**config.mk**
```make
export PLATFORM = sky130hd
export DESIGN_NAME = mult_shift_add_dp
export DESIGN_NICKNAME = d
export VERILOG_FILES = /design/src/rtl/mult_shift_add_dp.sv
export SDC_FILE = /design/constraint.sdc
export NUM_CORES = 1
export LEC_CHECK = 0
export CORE_UTILIZATION = 48
export DETAILED_ROUTE_END_ITERATION = 10
export GPL_TIMING_DRIVEN = 1
export PLACE_DENSITY = 0.75
export SYNTH_ARGS = -nofsm -noshare
export SYNTH_HDL_FRONTEND = slang
export SYNTH_SLANG_ARGS = --single-unit
```
**constraint.sdc**
```tcl
create_clock -name clk -period 2.9 [get_ports clk]
set_clock_uncertainty 0.15 [all_clocks]
set_input_delay 0.29 -clock clk [delete_from_list [all_inputs] [get_ports clk]]
set_output_delay 0.29 -clock clk [all_outputs]
set_load 0.005 [all_outputs]
```
**src/rtl/mult_shift_add_dp.sv**
```systemverilog
// mult_shift_add_dp: shift-and-add multiplier datapath driven by one-hot FSM commands
// Ports: clk, rst (sync, active-high); A_in/B_in operands; LD/ADD/SH/DONE commands;
// LSB_B/Z status flags to the FSM; PP live accumulator; RESULT product latched on DONE rise.
// Define MULT_DP_SIGNED_EN for two's-complement operands (magnitudes multiplied, sign reapplied).
module mult_shift_add_dp #(
  parameter int N = 8
) (
  input  logic           clk,
  input  logic           rst,
  input  logic [N-1:0]   A_in,
  input  logic [N-1:0]   B_in,
  input  logic           LD,
  input  logic           ADD,
  input  logic           SH,
  input  logic           DONE,
  output logic           LSB_B,
  output logic           Z,
  output logic [2*N-1:0] PP,
  output logic [2*N-1:0] RESULT
);
  logic [2*N-1:0] a_q, pp_q, result_q, fin;
  logic [N-1:0]   b_q, a_ld, b_ld;
  logic           done_q;
`ifdef MULT_DP_SIGNED_EN
  logic sign_q;
  // -2^(N-1) negates to itself, which read as unsigned is the correct magnitude
  assign a_ld = A_in[N-1] ? -A_in : A_in;
  assign b_ld = B_in[N-1] ? -B_in : B_in;
  assign fin  = sign_q ? -pp_q : pp_q;
  always_ff @(posedge clk)
    if (rst) sign_q <= 1'b0;
    else if (LD) sign_q <= A_in[N-1] ^ B_in[N-1];
`else
  assign a_ld = A_in;
  assign b_ld = B_in;
  assign fin  = pp_q;
`endif
  assign LSB_B  = b_q[0];
  assign Z      = (b_q == '0);
  assign PP     = pp_q;
  assign RESULT = result_q;
  always_ff @(posedge clk) begin
    if (rst) begin
      a_q      <= '0;
      b_q      <= '0;
      pp_q     <= '0;
      result_q <= '0;
      done_q   <= 1'b0;
    end else begin
      done_q <= DONE;
      if (DONE && !done_q) result_q <= fin;
      if (LD) begin
        a_q  <= {{N{1'b0}}, a_ld};
        b_q  <= b_ld;
        pp_q <= '0;
      end else begin
        // add sees the pre-shift A when ADD and SH coincide
        if (ADD) pp_q <= pp_q + a_q;
        if (SH) begin
          a_q <= a_q << 1;
          b_q <= b_q >> 1;
        end
      end
    end
  end
endmodule

```
# --- After elaboration in Yosys (flattened, before gate mapping) ---
# Index checks and enable logic that the tools add are counted.
op_classes:
  add_sub_neg: 1
  mux: 4
  reduce_logical: 5
op_table:
  columns: ["operator", "n"]
  rows:
  - ["8-bit 2-to-1 mux", 4]
  - ["16-bit adder", 1]
  - ["8-bit logical NOT", 1]
  - ["2-bit nonzero test", 1]
  - ["2-bit OR reduction", 1]
  - ["1-bit logical AND", 1]
  - ["1-bit logical NOT", 1]
word_totals:
  ff_bits: 57
  output_inout_bits: 34
  wordCells: 16

# --- Depth between registers and ports, before layout ---
# Gate-level depths: netlist (run 1).
logic_depth:
  ltp_word: 2
  mapped_depth: 9
  mapped_depth_nobuf: 9

# --- Least setup slack after synthesis (run 1) ---
# No wires, ideal clock.
synth_path:
  path_kind: "register to register"
  startpoint: "register pp_q[0] (netlist: PP[0])"
  endpoint: "register pp_q[14] (netlist: PP[14])"
  setup_time_ns: 0.116
  t_arrival_ns: 2.107
  t_required_ns: 2.634
  setup_slack_ns: 0.528
  stages_incl_launch_ff: 10
  n_path_buf: 0
  path_cell_list: "dfxtp_1 ha_1 fa_1 a211oi_1 o21bai_1 a21oi_1 nor3b_1 a211oi_2 mux2i_1 a31o_1"
synth_via:
  elab_chain_cells: 1
synth_rtl:
  columns: ["element", "line", "source"]
  rows:
  - ["from (decl)", "21", "logic [2*N-1:0] a_q, pp_q, result_q, fin;"]
  - ["from (signal assigned)", "58", "if (ADD) pp_q <= pp_q + a_q;"]
  - ["16-bit adder", "58", null]
# Every way passes these cells.
# A chain may end at the register's enable or synchronous reset.

# --- Worst setup path in the final report (run 1) ---
# Same ends and word-level chain as after synthesis.

==> flow_metrics.env, run 1 <==
export IMPL_outcome="complete, no violations"
export IMPL_totalWireLength_um=6110
export IMPL_intPower_uw=1310
export IMPL_seqPwrFrac_pct=48.1
export IMPL_vias=2462
export IMPL_routedWlPerCell_um=13.2
export IMPL_yosys_area_top_type="dfxtp_1"
export IMPL_p_leak_uw=0.00149
export IMPL_synthesis_nets=373
export IMPL_nets=424
export IMPL_mostFrequentLayoutCells="57 x dfxtp_1, 55 x clkdlybuf4s50_1, 52 x nor2_1, 39 x a21oi_1, 37 x nand2_1"
export IMPL_cts_buffer_depth=2
export IMPL_crit_type="flop to flop"
export IMPL_start_kind="flop"
export IMPL_dieArea_mm2=0.00631
export IMPL_synth_area_per_cell_um2=8.59
export IMPL_setup_ws_ps=296
export IMPL_cts_tree="built"
export IMPL_dpl_cell_count=447
export IMPL_portBuffers=55
export IMPL_maxCapViolations=0
export IMPL_synth_warnings=0
export IMPL_antenna_left=0
export IMPL_fin_cells=463
export IMPL_tns_ps=0
export IMPL_num_rows=27
export IMPL_hold_path_class="flop to flop"
export IMPL_synthToLayoutAreaGrowth_pct=26.8
export IMPL_synth_distinct_cells=49
export IMPL_p_per_area_mw_per_mm2=465
export IMPL_path_max_fanout=4
export IMPL_p_sw_share_pct=23.1
export IMPL_grt_overflow=0
export IMPL_hold_slack_ps=304
export IMPL_core_mm2=0.00564
export IMPL_ys_top_cells_by_area="dfxtp_1 40%, mux2i_1 10%, a21oi_1 6.8%, nor2_1 6.8%, ha_1 6.5%"
export IMPL_hold_viol=0
export IMPL_dp_hpwl_um=4440
export IMPL_boundaryPins=56
export IMPL_antenna_found_initial=0
export IMPL_fin_crit_ps=2600
export IMPL_insertion_delay_ps=320
export IMPL_ys_flop_type="dfxtp_1"
export IMPL_post_cts_buffers=0
export IMPL_worstMarginPinSlew_ps=575
export IMPL_gp_congestion=0.879
export IMPL_grt_pass1_wl_um=10400
export IMPL_clock_root_buffer="clkbuf_8"
export IMPL_setup_violations=0
export IMPL_cts_sinks=57
export IMPL_combPwrFrac_pct=10.2
export IMPL_arrival_ps=2670
export IMPL_post_route_period_util_pct=89.8
export IMPL_die_h_um=79.4
export IMPL_drc=0
export IMPL_cp_end_kind="flop"
export IMPL_dr_pass1_iters=4
export IMPL_first_global_vias=2180
export IMPL_cts_buffers=9
export IMPL_max_clock_freq_mhz=384
export IMPL_p_switching_uw=392
export IMPL_post_cts_resized=0
export IMPL_holdBufCountCts=0
export IMPL_rsz0062_at_grt="no"
export IMPL_ys_ff_latch=57
export IMPL_final_common_cell="dfxtp_1"
export IMPL_grt_max_degree=36
export IMPL_max_vdd_ir_drop_uv=258
export IMPL_pre_cts_slack_ps=308
export IMPL_synth_top_area_share_pct=39.6
export IMPL_final_util_pct=64.7
export IMPL_die_w_um=79.4
export IMPL_drive_above_1_share_pct=7.42
export IMPL_cp_required_ps=2960
export IMPL_cts_clk_slew_worst_paths_ps=60
export IMPL_power_frac_clock_pct=41.7
export IMPL_maxSlewViolCount=0
export IMPL_drtIter0Drc=142
export IMPL_htreeDepth=3
export IMPL_grt_usage_pct=21.1
export IMPL_synth_edff_count=0
export IMPL_slew_headroom_pct=61.7
export IMPL_antenna_cells=0
export IMPL_start_util_pct=51.0
export IMPL_syn_inst=335
export IMPL_synthArstFlopShare_pct=0
export IMPL_synth_area_mm2=0.00288
export IMPL_via_per_inst=5.32
export IMPL_synth_yosys_seq_area_share_pct=39.6
==> critical path: stages, from the launching register on <==
cell      delay (ps)
dfxtp_1          340
ha_1             230
fa_1             420
a211oi_1         320
o21bai_1         150
a21oi_1          250
nor3b_1          100
a211oi_2         230
mux2i_1          110
a31o_1           190
==> routing by layer <==
metal / up-vias / track usage (%) / wire length (um)
li1: 1274 / - / -
met1: 1112 / 28.8 / 2940
met2: 71 / 32.1 / 2770
met3: 5 / 5.49 / 349
met4: 0 / 7.09 / 48
met5: - / 0 / 0
==> through the flow <==
| stage | total power, uW | cell area (um2) |
|---|---|---|
| 2_1_floorplan | 943 | 2880 |
| 3_3_place_gp | 1010 | 3460 |
| 3_5_place_dp | 1010 | 3460 |
| 4_1_cts | 1710 | 3650 |
| 5_1_grt | 1780 | 3650 |
| 6_report | 1700 | 3650 |
==> cells by family (layout without fill, tap and decap cells) <==
family	after synthesis	count (layout)	synth area share, %
simple gates	127	127	19.9
compound gates	75	75	16.9
flops	57	57	39.6
mux	30	30	10.4
buf+inv	23	79	3.74
fa+ha+maj	16	16	7.21
xor+xnor	7	7	2.13
==> registers in the layout, summed over array words and instances (netlist names) <==
signal and flops:
PP 16, RESULT 16, a_q 16, b_q 8, done_q 1
==> power by group through the flow <==
stage,combinational [uW],sequential (uW),clock [uW]
global placement,171,834,0
finish,174,817,708
global route,191,820,767
floorplan,113,831,0
CTS,174,818,722
detailed placement,173,835,0
==> synth_stat cells, drive strengths merged, types with 3 or more instances <==
cell	n
and3	3
ha	15
mux2i	30
nor3b	4
nand4	3
nand2	37
nor2	53
nor3	3
a21o	4
nand3	8
a21oi	42
xnor2	5
inv	3
o21ai	9
clkbuf	14
a211oi	7
dfxtp	57
nor2b	3
or4	4
buf	6
==> worst paths after layout <==
check	start	slack [ps]	depth (start not counted)	endpoint
worst min-delay path	RESULT[5]	300	2	RESULT[5]
worst min register to register	RESULT[5]	300	2	RESULT[5]
worst max register to register	PP[0]	300	9	PP[14]
worst max-delay path	PP[0]	300	9	PP[14]
==> cell type report <==
class,instances,area (um2)
clock buffer,13,149
multi-input combinational,255,1630
sequential,57,1140
timing repair buffer,60,588
fill,503,1990
inverter,3,11.3
clock inverter,3,40.0
tap,72,90.1
(Power assumes the default switching activity.)
==> run 2, diff against run 1 <==
--- a/config.mk
+++ b/config.mk
@@ -7,6 +7,6 @@
 export LEC_CHECK = 0
-export CORE_UTILIZATION = 48
+export CORE_UTILIZATION = 50
 export DETAILED_ROUTE_END_ITERATION = 10
 export GPL_TIMING_DRIVEN = 1
-export PLACE_DENSITY = 0.75
+export PLACE_DENSITY = 0.77
 export SYNTH_ARGS = -nofsm -noshare
--- a/constraint.sdc
+++ b/constraint.sdc
@@ -4,2 +4,2 @@
 set_output_delay 0.29 -clock clk [all_outputs]
-set_load 0.005 [all_outputs]
+set_load 0.1 [all_outputs]
==> run 2 against run 1 <==
Clock power grew 4.8%. Clock-buffer cell count shrank 1. Critical path depth is the same. First-iteration DRC count shrank 7.7%. Critical path type unchanged. Largest power group unchanged.
==> flow_metrics.env, run 2 (same netlist as run 1, synthesis figures left out) <==
export IMPL_outcome="complete, no violations"
export IMPL_core_mm2=0.00554
export IMPL_grt_overflow=0
export IMPL_dieArea_mm2=0.00607
export IMPL_die_w_um=77.9
export IMPL_reg2regPathDepth=9
export IMPL_maxSlewViolCount=0
export IMPL_num_rows=27
export IMPL_hold_viol=0
export IMPL_fin_cells=462
export IMPL_grt_usage_pct=22.7
export IMPL_combPwrFrac_pct=12.8
export IMPL_holdBufCountCts=0
export IMPL_cts_tree="built"
export IMPL_rsz0062_at_grt="no"
export IMPL_portBuffers=55
export IMPL_drtIter0Drc=131
export IMPL_die_h_um=77.9
export IMPL_grt_pass1_wl_um=10600
export IMPL_antenna_cells=0
export IMPL_vias=2506
export IMPL_cp_num_cells=9
export IMPL_drive_above_1_share_pct=16.7
export IMPL_cpPeakStageDelay_ps=430
export IMPL_slew_headroom_pct=60.7
export IMPL_maxCapViolations=0
export IMPL_dr_pass1_iters=4
export IMPL_intPower_uw=1320
export IMPL_clock_root_buffer="clkbuf_8"
export IMPL_max_vdd_ir_drop_uv=404
export IMPL_worstMarginPinSlew_ps=590
export IMPL_cts_buffers=9
export IMPL_power_frac_clock_pct=41.5
export IMPL_dpl_cell_count=447
export IMPL_cts_clk_slew_worst_paths_ps=70
export IMPL_antenna_left=0
export IMPL_htreeDepth=3
export IMPL_hold_path_depth=2
export IMPL_worstPathCellList="ha_1 -> fa_1 -> a211oi_1 -> o21bai_1 -> o21ai_1 -> o21ai_1 -> a31oi_1 -> nor3b_1 -> nor3_1"
export IMPL_cp_required_ps=2970
export IMPL_start_util_pct=52.0
export IMPL_p_sw_share_pct=26.0
export IMPL_cts_sinks=57
export IMPL_totalWireLength_um=6240
export IMPL_finalPower_uw=1790
export IMPL_final_common_cell="dfxtp_1"
export IMPL_path_buf_inv=0
export IMPL_tns_ps=0
export IMPL_cts_buffer_depth=2
export IMPL_routedWlPerCell_um=13.5
export IMPL_via_per_inst=5.42
export IMPL_cp_end_kind="flop"
export IMPL_p_switching_uw=466
export IMPL_crit_type="flop to flop"
export IMPL_setup_violations=0
export IMPL_start_kind="flop"
export IMPL_post_cts_resized=0
export IMPL_cp_common_cell="o21ai_1"
export IMPL_insertion_delay_ps=330
export IMPL_mostFrequentLayoutCells="57 x dfxtp_1, 51 x nor2_1, 39 x a21oi_1, 39 x buf_4, 37 x nand2_1"
export IMPL_gp_congestion=0.882
export IMPL_max_clock_freq_mhz=384
export IMPL_antenna_found_initial=0
export IMPL_drc=0
export IMPL_hold_path_class="flop to flop"
export IMPL_fin_crit_ps=2610
export IMPL_path_max_fanout=4
export IMPL_cpLargestDelayFamily="compound AO/OA/AOI/OAI gates"
export IMPL_p_leak_uw=0.00156
export IMPL_synthToLayoutAreaGrowth_pct=24.1
export IMPL_critPathSlowestCell="fa_1"
export IMPL_arrival_ps=2680
export IMPL_boundaryPins=56
export IMPL_seqPwrFrac_pct=45.7
export IMPL_grt_max_degree=36
export IMPL_nets=424
export IMPL_dp_hpwl_um=4420
export IMPL_p_per_area_mw_per_mm2=500
export IMPL_post_route_period_util_pct=89.9
export IMPL_first_global_vias=2251
export IMPL_post_cts_buffers=0
[run 2: tightest hold or removal path, delay by kind of cell (launching register included)]
kind            cells  cell delay (ps)
simple gates        1               50
flops               1              310
compound gates      1               50
[run 2: power groups by stage]
stage,Combinational (uW),Sequential [uW],Clock [uW]
after floorplan,128,872,0
after global placement,226,834,0
after detailed placement,228,835,0
after CTS,229,818,750
after global routing,247,820,796
final,228,818,742
[run 2: layer usage]
layer,up-vias,track usage (%),wire length (um)
met5,-,0,0
met4,0,8.49,106
met3,9,7.41,323
met2,64,33.9,2680
met1,1155,30.2,3140
li1,1278,-,-
[run 2: path summary, 6_finish.rpt]
kind | startpoint | end | slack (ps)
hold / removal | RESULT[10] | RESULT[10] | 310
hold reg to reg | RESULT[10] | RESULT[10] | 310
setup / recovery | PP[0] | PP[12] | 290
setup reg to reg | PP[0] | PP[12] | 290
[run 2: layout make-up]
| class | instances | area [um2] |
|---|---|---|
| Sequential cell | 57 | 1140 |
| Inverter | 3 | 11.3 |
| Fill cell | 503 | 1970 |
| Multi-Input combinational cell | 255 | 1630 |
| Timing Repair Buffer | 60 | 503 |
| Tap cell | 72 | 90.1 |
| Clock buffer | 12 | 155 |
| Clock inverter | 3 | 40.0 |
[run 2: through the flow]
step | hold WS (ps) | utilization, % | setup slack (ps) | cell area, um2
2_1_floorplan | 268 | - | 15.4 | 2880
3_3_place_gp | 292 | 61.0 | 413 | 3380
3_5_place_dp | 300 | 61.0 | 344 | 3380
4_1_cts | 309 | 64.5 | 327 | 3570
5_1_grt | 336 | 64.5 | 91.3 | 3570
6_report | 306 | 64.5 | 294 | 3570
